File: src/rtl/adc_pkg.sv
// Shared constants, FSM state type and address-bit helper for the ADC SPI scanner.
package adc_pkg;

  localparam int ADC_DATA_W         = 12;
  localparam int ADC_FRAME_BITS     = 16;
  localparam int ADC_ADDR_W         = 3;
  localparam int ADC_FIRST_DATA_BIT = 4;
  localparam int ADC_BIT_CNT_W      = 4;

  typedef enum logic [1:0] {
    IDLE,
    SETUP,
    SHIFT,
    HOLD
  } scan_state_e;

  // Value driven on adc_din during frame bit k: the channel address occupies
  // bits 2..4 MSB first, every other bit of the frame is zero.
  function automatic logic addr_bit(input logic [ADC_BIT_CNT_W-1:0] k,
                                    input logic [ADC_ADDR_W-1:0]    addr);
    logic b;
    b = 1'b0;
    case (k)
      4'd2:    b = addr[2];
      4'd3:    b = addr[1];
      4'd4:    b = addr[0];
      default: b = 1'b0;
    endcase
    return b;
  endfunction

endpackage

File: src/rtl/sclk_gen.sv
// SCLK half-period divider: emits one-cycle rise/fall strobes while enabled.
// The internal phase restarts low every time it is enabled, so the first
// half-period of each shift window is the low half.
module sclk_gen #(
  parameter int CLK_DIV = 25
) (
  input  logic int_clk,
  input  logic rst_n,
  input  logic en,
  output logic sclk_rise,
  output logic sclk_fall
);

  logic [15:0] div_cnt;
  logic        phase;
  logic        half_done;

  assign half_done = en && (div_cnt == 16'(CLK_DIV - 1));
  assign sclk_rise = half_done && !phase;
  assign sclk_fall = half_done && phase;

  // Count int_clk cycles per SCLK half-period and flip the phase at each boundary.
  always_ff @(posedge int_clk or negedge rst_n) begin
    if (!rst_n) begin
      div_cnt <= '0;
      phase   <= 1'b0;
    end else if (!en) begin
      div_cnt <= '0;
      phase   <= 1'b0;
    end else if (half_done) begin
      div_cnt <= '0;
      phase   <= ~phase;
    end else begin
      div_cnt <= div_cnt + 16'd1;
    end
  end

endmodule

File: src/rtl/adc_spi_scanner.sv
// Continuous round-robin ADC channel scanner over a 16-bit SPI frame.
// Each frame sends the next channel address and receives the result of the
// address sent in the previous frame, so the result pipeline lags by one.
module adc_spi_scanner
  import adc_pkg::*;
#(
  parameter int CLK_DIV = 25,
  parameter int NUM_CH  = 8
) (
  input  logic                  int_clk,
  input  logic                  rst_n,
  input  logic                  enable,
  input  logic [ADC_DATA_W-1:0] threshold,
  input  logic                  adc_dout,
  output logic                  adc_cs_n,
  output logic                  adc_sclk,
  output logic                  adc_din,
  output logic [ADC_DATA_W-1:0] sample_data,
  output logic [ADC_ADDR_W-1:0] sample_ch,
  output logic                  sample_valid,
  output logic                  above_thr
);

  scan_state_e                state, next_state;
  logic [15:0]                wait_cnt;
  logic                       wait_done;
  logic [ADC_BIT_CNT_W-1:0]   bit_k;
  logic [ADC_ADDR_W-1:0]      cur_ch;
  logic [ADC_ADDR_W-1:0]      send_addr;
  logic [ADC_DATA_W-1:0]      shift_reg;
  logic [ADC_DATA_W-1:0]      captured;
  logic                       shift_en;
  logic                       sclk_rise, sclk_fall;
  logic                       last_rise, last_fall;

  function automatic logic [ADC_ADDR_W-1:0] next_ch(input logic [ADC_ADDR_W-1:0] ch);
    return (ch == ADC_ADDR_W'(NUM_CH - 1)) ? '0 : ch + 1'b1;
  endfunction

  assign shift_en  = (state == SHIFT);
  assign wait_done = (wait_cnt == 16'(CLK_DIV - 1));
  assign send_addr = next_ch(cur_ch);
  assign last_rise = sclk_rise && (bit_k == ADC_BIT_CNT_W'(ADC_FRAME_BITS - 1));
  assign last_fall = sclk_fall && (bit_k == ADC_BIT_CNT_W'(ADC_FRAME_BITS - 1));
  assign captured  = {shift_reg[ADC_DATA_W-2:0], adc_dout};

  sclk_gen #(
    .CLK_DIV(CLK_DIV)
  ) u_sclk_gen (
    .int_clk  (int_clk),
    .rst_n    (rst_n),
    .en       (shift_en),
    .sclk_rise(sclk_rise),
    .sclk_fall(sclk_fall)
  );

  // State register.
  always_ff @(posedge int_clk or negedge rst_n) begin
    if (!rst_n) state <= IDLE;
    else        state <= next_state;
  end

  // Next-state decode; the final "fall" strobe closes the high half of the 16th period.
  always_comb begin
    next_state = state;
    case (state)
      IDLE:  if (enable)    next_state = SETUP;
      SETUP: if (wait_done) next_state = SHIFT;
      SHIFT: if (last_fall) next_state = HOLD;
      HOLD:  if (wait_done) next_state = enable ? SETUP : IDLE;
      default:              next_state = IDLE;
    endcase
  end

  // Dwell counter for the CS setup and hold windows, restarted on every state change.
  always_ff @(posedge int_clk or negedge rst_n) begin
    if (!rst_n)                                  wait_cnt <= '0;
    else if (next_state != state)                wait_cnt <= '0;
    else if (state == SETUP || state == HOLD)    wait_cnt <= wait_cnt + 16'd1;
    else                                         wait_cnt <= '0;
  end

  // Registered SPI control pins, decoded from the upcoming state so they switch with it.
  always_ff @(posedge int_clk or negedge rst_n) begin
    if (!rst_n) begin
      adc_cs_n <= 1'b1;
      adc_sclk <= 1'b1;
    end else begin
      adc_cs_n <= !(next_state == SETUP || next_state == SHIFT);
      if (next_state != SHIFT)  adc_sclk <= 1'b1;
      else if (state != SHIFT)  adc_sclk <= 1'b0;
      else if (sclk_rise)       adc_sclk <= 1'b1;
      else if (sclk_fall)       adc_sclk <= 1'b0;
    end
  end

  // Frame bit index and address serialiser; adc_din only moves on SCLK falling edges.
  always_ff @(posedge int_clk or negedge rst_n) begin
    if (!rst_n) begin
      bit_k   <= '0;
      adc_din <= 1'b0;
    end else if (state != SHIFT) begin
      bit_k   <= '0;
      adc_din <= 1'b0;
    end else if (sclk_fall) begin
      bit_k   <= bit_k + 1'b1;
      adc_din <= addr_bit(bit_k + 1'b1, send_addr);
    end
  end

  // Result capture: shift data bits on SCLK rise, publish after the 16th rise.
  always_ff @(posedge int_clk or negedge rst_n) begin
    if (!rst_n) begin
      shift_reg    <= '0;
      sample_data  <= '0;
      sample_ch    <= '0;
      sample_valid <= 1'b0;
      above_thr    <= 1'b0;
      cur_ch       <= '0;
    end else begin
      sample_valid <= 1'b0;
      if (state == IDLE) begin
        cur_ch <= '0;
      end
      if (shift_en && sclk_rise && bit_k >= ADC_BIT_CNT_W'(ADC_FIRST_DATA_BIT)) begin
        shift_reg <= captured;
      end
      if (shift_en && last_rise) begin
        sample_data  <= captured;
        sample_ch    <= cur_ch;
        above_thr    <= (captured > threshold);
        sample_valid <= 1'b1;
        cur_ch       <= next_ch(cur_ch);
      end
    end
  end

endmodule

File: config.mk
export PLATFORM = sky130hd
export DESIGN_NAME = adc_spi_scanner
export DESIGN_NICKNAME = d
export VERILOG_FILES = /design/src/rtl/adc_pkg.sv /design/src/rtl/sclk_gen.sv /design/src/rtl/adc_spi_scanner.sv
export SDC_FILE = /design/constraint.sdc
export NUM_CORES = 1
export LEC_CHECK = 0
export ABC_CLOCK_PERIOD_IN_PS = 6000
export CAP_MARGIN = 20
export CORE_UTILIZATION = 57
export CTS_CLUSTER_DIAMETER = 120
export DETAILED_ROUTE_END_ITERATION = 7
export PLACE_DENSITY = 0.8
export SYNTH_ARGS = -nofsm -noshare
export SYNTH_HDL_FRONTEND = slang
export SYNTH_SLANG_ARGS = --single-unit
File: constraint.sdc
create_clock -name int_clk -period 6 [get_ports int_clk]
set_input_delay 1.2 -clock int_clk [delete_from_list [all_inputs] [get_ports int_clk]]
set_output_delay 1.2 -clock int_clk [all_outputs]
set_load 0.02 [all_outputs]
==> impl_metrics.xml <==
<?xml version="1.0" encoding="UTF-8"?>
<metrics>
  <group name="outcome">
    <metric name="status" unit="">finished clean</metric>
  </group>
  <group name="synthesis">
    <metric name="async_flop_share" unit="%">100</metric>
    <metric name="synth_seq_area_share" unit="%">49.9</metric>
    <metric name="post-synth-top-area-cell" unit="">sky130_fd_sc_hd__dfrtp_1</metric>
    <metric name="yosysWarningCount" unit="">0</metric>
    <metric name="netlist.area_leader.share" unit="%">48.5</metric>
    <metric name="yosys_register_bits" unit="">73</metric>
    <metric name="yosys.cell_types.count" unit="">41</metric>
    <metric name="post_syn_instances" unit="">365</metric>
    <metric name="synth_area" unit="um2">3660</metric>
    <metric name="synthTopCellsByArea" unit="">sky130_fd_sc_hd__dfrtp_1 (49%), sky130_fd_sc_hd__ha_1 (7.9%), sky130_fd_sc_hd__nand2_1 (6.0%)</metric>
    <metric name="post_synth.cell_area_avg" unit="um2">10.0</metric>
    <metric name="syn-num-nets" unit="">404</metric>
    <metric name="ys_dominant_reg_cell" unit="">sky130_fd_sc_hd__dfrtp_1</metric>
    <metric name="number_of_enable_type_register_cells_in_the_synthesized_netlist" unit="">0</metric>
  </group>
  <group name="cts">
    <metric name="cts_tree" unit="">built</metric>
    <metric name="htree_num_levels" unit="">3</metric>
    <metric name="ctsResizeCount" unit="">0</metric>
    <metric name="clock_path_buffers" unit="">2</metric>
    <metric name="cts_hold_buffers" unit="">0</metric>
    <metric name="clock-root-buffer" unit="">sky130_fd_sc_hd__clkbuf_8</metric>
    <metric name="insertion_delay" unit="ps">340</metric>
    <metric name="post_cts_buffers" unit="">0</metric>
    <metric name="path_clk_slew" unit="ps">80</metric>
    <metric name="clock-sinks" unit="">73</metric>
    <metric name="cts_buffers" unit="">9</metric>
  </group>
  <group name="detailed_routing">
    <metric name="wire_per_inst" unit="um">14.3</metric>
    <metric name="remaining_drc_errors" unit="">0</metric>
    <metric name="drt_pre_antenna_iters" unit="">4</metric>
    <metric name="routed_wirelength" unit="um">6950</metric>
    <metric name="vias" unit="">2691</metric>
    <metric name="antenna_left" unit="">0</metric>
    <metric name="avgViaCountPerCell" unit="">5.54</metric>
    <metric name="detail_route.iter0.violations" unit="">177</metric>
  </group>
  <group name="power">
    <metric name="power.internal" unit="uW">763</metric>
    <metric name="switchingPower" unit="uW">303</metric>
    <metric name="power-per-cell-area" unit="nW/um2">250</metric>
    <metric name="share_comb_of_total_power" unit="%">13.1</metric>
    <metric name="cellLeakagePower" unit="uW">0.00204</metric>
    <metric name="clkPwrFrac" unit="%">33.3</metric>
    <metric name="power.share.switching" unit="%">28.4</metric>
    <metric name="vdd_drop_max" unit="mV">0.233</metric>
    <metric name="pwr-share-seq" unit="%">53.5</metric>
  </group>
  <group name="floorplan">
    <metric name="chipWidth" unit="um">82.2</metric>
    <metric name="fp.dieArea" unit="um2">6750</metric>
    <metric name="area_of_the_core_region" unit="um2">6060</metric>
    <metric name="initial_utilization" unit="%">60.4</metric>
    <metric name="std_cell_rows" unit="">28</metric>
    <metric name="dieHeight" unit="um">82.2</metric>
    <metric name="io_pins" unit="">36</metric>
  </group>
  <group name="grt">
    <metric name="grt-ovfl-total" unit="">0</metric>
    <metric name="grt_first_pass_wirelength" unit="um">11800</metric>
    <metric name="grt_max_degree" unit="">74</metric>
    <metric name="antenna_found_initial" unit="">0</metric>
    <metric name="first_global_vias" unit="">2631</metric>
    <metric name="globalRouteTotalUtil" unit="%">23.4</metric>
  </group>
  <group name="sta">
    <metric name="unrepaired_setup_endpoints_after_global_routing" unit="">no</metric>
    <metric name="worst_slew_pin_slew" unit="ps">949</metric>
    <metric name="f_max" unit="MHz">369</metric>
    <metric name="final_hold_vios" unit="">0</metric>
    <metric name="slew_headroom" unit="%">36.5</metric>
    <metric name="timing.final.crit_period" unit="ps">2710</metric>
    <metric name="finalSetupViolations" unit="">0</metric>
    <metric name="final_max_slew_violation_count" unit="">0</metric>
    <metric name="period_utilisation_layout" unit="%">45.2</metric>
    <metric name="final_critical_path_setup_slack" unit="ps">3290</metric>
    <metric name="setup_total_negative_slack" unit="ps">0</metric>
    <metric name="finalClockSkew" unit="ps">10.3</metric>
  </group>
  <group name="finish">
    <metric name="top_regs" unit="">u_sclk_gen.div_cnt (16), wait_cnt (16), sample_data (12)</metric>
    <metric name="drive_gt1_share" unit="%">9.25</metric>
    <metric name="ff_latch_area" unit="um2">1830</metric>
    <metric name="inserted_diodes" unit="">0</metric>
    <metric name="post_layout_nonfiller_instances" unit="">486</metric>
    <metric name="layout.nets" unit="">445</metric>
    <metric name="layout_common_cells" unit="">sky130_fd_sc_hd__dfrtp_1 (71), sky130_fd_sc_hd__nand2_1 (59), sky130_fd_sc_hd__nor2_1 (37)</metric>
    <metric name="multi_input_comb_area" unit="um2">1710</metric>
    <metric name="final_common_cell" unit="">sky130_fd_sc_hd__dfrtp_1</metric>
    <metric name="fill_cell_count" unit="">453</metric>
    <metric name="areaGrowthSynthToFinish" unit="%">16.5</metric>
  </group>
  <group name="placed_design">
    <metric name="place.port_buffers" unit="">35</metric>
    <metric name="dpl.cell_count" unit="">470</metric>
    <metric name="gp_congestion" unit="">0.793</metric>
    <metric name="preCtsSetupSlack" unit="ps">2930</metric>
    <metric name="dp_hpwl" unit="um">4650</metric>
  </group>
  <group name="critical_path">
    <metric name="worstSetupEndpoint" unit="">above_thr</metric>
    <metric name="setup.worst_path.class" unit="">input pin to register</metric>
    <metric name="cp_max_fo" unit="">3</metric>
    <metric name="rrSetupSlack" unit="ps">3300</metric>
    <metric name="start_kind" unit="">input pin</metric>
    <metric name="r2r_end" unit="">shift_reg[4]</metric>
    <metric name="crit_arrival" unit="ps">2980</metric>
    <metric name="cp.required" unit="ps">6260</metric>
    <metric name="r2r-start" unit="">u_sclk_gen.div_cnt[0]</metric>
    <metric name="setup.worst_path.start" unit="">threshold[10]</metric>
    <metric name="r2r.worst_path.cells" unit="">7</metric>
    <metric name="timing.critical_path.to_type" unit="">register</metric>
  </group>
  <group name="hold_path">
    <metric name="min_path_type" unit="">register to register</metric>
    <metric name="hold_start" unit="">sample_data[5]</metric>
  </group>
  <group name="run">
    <metric name="maxCapViolCount" unit="">0</metric>
  </group>
</metrics>
[through the flow]
step                power (uW)  cell area, um2  hold WS [ps]  utilization (%)
floorplan                  661            3660           453                -
global placement           711            4080           450             67.4
detailed placement         718            4080           456             67.4
CTS                       1070            4270           473             70.4
global route              1110            4270           496             70.4
finish                    1070            4270           467             70.4
[cell usage after synthesis (2+ instances only)]
cell type and instances:
sky130_fd_sc_hd__xnor2_1 16, sky130_fd_sc_hd__nor4_1 3, sky130_fd_sc_hd__nor4b_4 2, sky130_fd_sc_hd__nor2b_1 2
sky130_fd_sc_hd__and2_1 3, sky130_fd_sc_hd__a21oi_1 10, sky130_fd_sc_hd__nand3_1 19, sky130_fd_sc_hd__a21boi_0 2
sky130_fd_sc_hd__or3_1 2, sky130_fd_sc_hd__nor2_1 37, sky130_fd_sc_hd__dfstp_2 2, sky130_fd_sc_hd__clkbuf_1 4
sky130_fd_sc_hd__xor2_1 16, sky130_fd_sc_hd__nand4_1 9, sky130_fd_sc_hd__and3_1 8, sky130_fd_sc_hd__mux2_2 11
sky130_fd_sc_hd__nand2_1 59, sky130_fd_sc_hd__and4_1 5, sky130_fd_sc_hd__inv_1 22, sky130_fd_sc_hd__dfrtp_1 71
sky130_fd_sc_hd__o21ai_0 12, sky130_fd_sc_hd__ha_1 23, sky130_fd_sc_hd__nor3_1 9
[worst max-delay path, cell delays in order]
cell,delay (ps)
sky130_fd_sc_hd__clkdlybuf4s50_1,460
sky130_fd_sc_hd__inv_1,40
sky130_fd_sc_hd__ha_1,310
sky130_fd_sc_hd__nand4_1,120
sky130_fd_sc_hd__or2_2,320
sky130_fd_sc_hd__a21oi_1,240
sky130_fd_sc_hd__nor4b_4,80
sky130_fd_sc_hd__nor3_1,200
[logic make-up (layout without fill, tap and decap cells)]
| group | Yosys count | in the layout | share of synthesized area [%] |
|---|---|---|---|
| AO/OA/AOI/OAI | 31 | 31 | 4.95 |
| XOR/XNOR | 32 | 32 | 7.65 |
| adder cells (fa/ha/maj) | 23 | 23 | 7.86 |
| buffers and inverters | 30 | 76 | 3.42 |
| flip-flops | 73 | 73 | 49.9 |
| multiplexers | 11 | 11 | 3.38 |
| AND/OR/NAND/NOR | 165 | 165 | 22.8 |
[how the worst min path moves through the flow]
stage	end	slack, ps	depth (start not counted)
6_report	sample_data[5]	470	2
5_1_grt	sample_data[7]	500	2
4_1_cts	sample_data[5]	470	2
3_5_place_dp	sample_data[5]	460	2
3_3_place_gp	sample_data[7]	450	2
2_1_floorplan	wait_cnt[0]	450	1
[power by group through the flow]
stage | logic (uW) | clock network (uW) | registers [uW]
global route | 161 | 377 | 576
detailed placement | 140 | 0 | 578
floorplan | 91.7 | 0 | 569
global placement | 135 | 0 | 576
finish | 140 | 356 | 571
CTS | 142 | 363 | 570
[layout make-up]
| cell class | instances | share of cell area, % |
|---|---|---|
| sequential | 73 | 42.9 |
| clock buffer | 12 | 3.64 |
| inverter | 23 | 2.02 |
| clock inverter | 4 | 0.616 |
| timing repair buffer | 37 | 8.45 |
| tap | 75 | 2.20 |
| multi-input combinational | 262 | 40.2 |
[metal layers]
metal | wire [um] | track usage, %
met1 | 3250 | 31.3
met5 | 0 | 0
met3 | 317 | 4.40
met2 | 3210 | 36.8
met4 | 167 | 11.4
No activity file was read; power rests on OpenSTA's default activity.
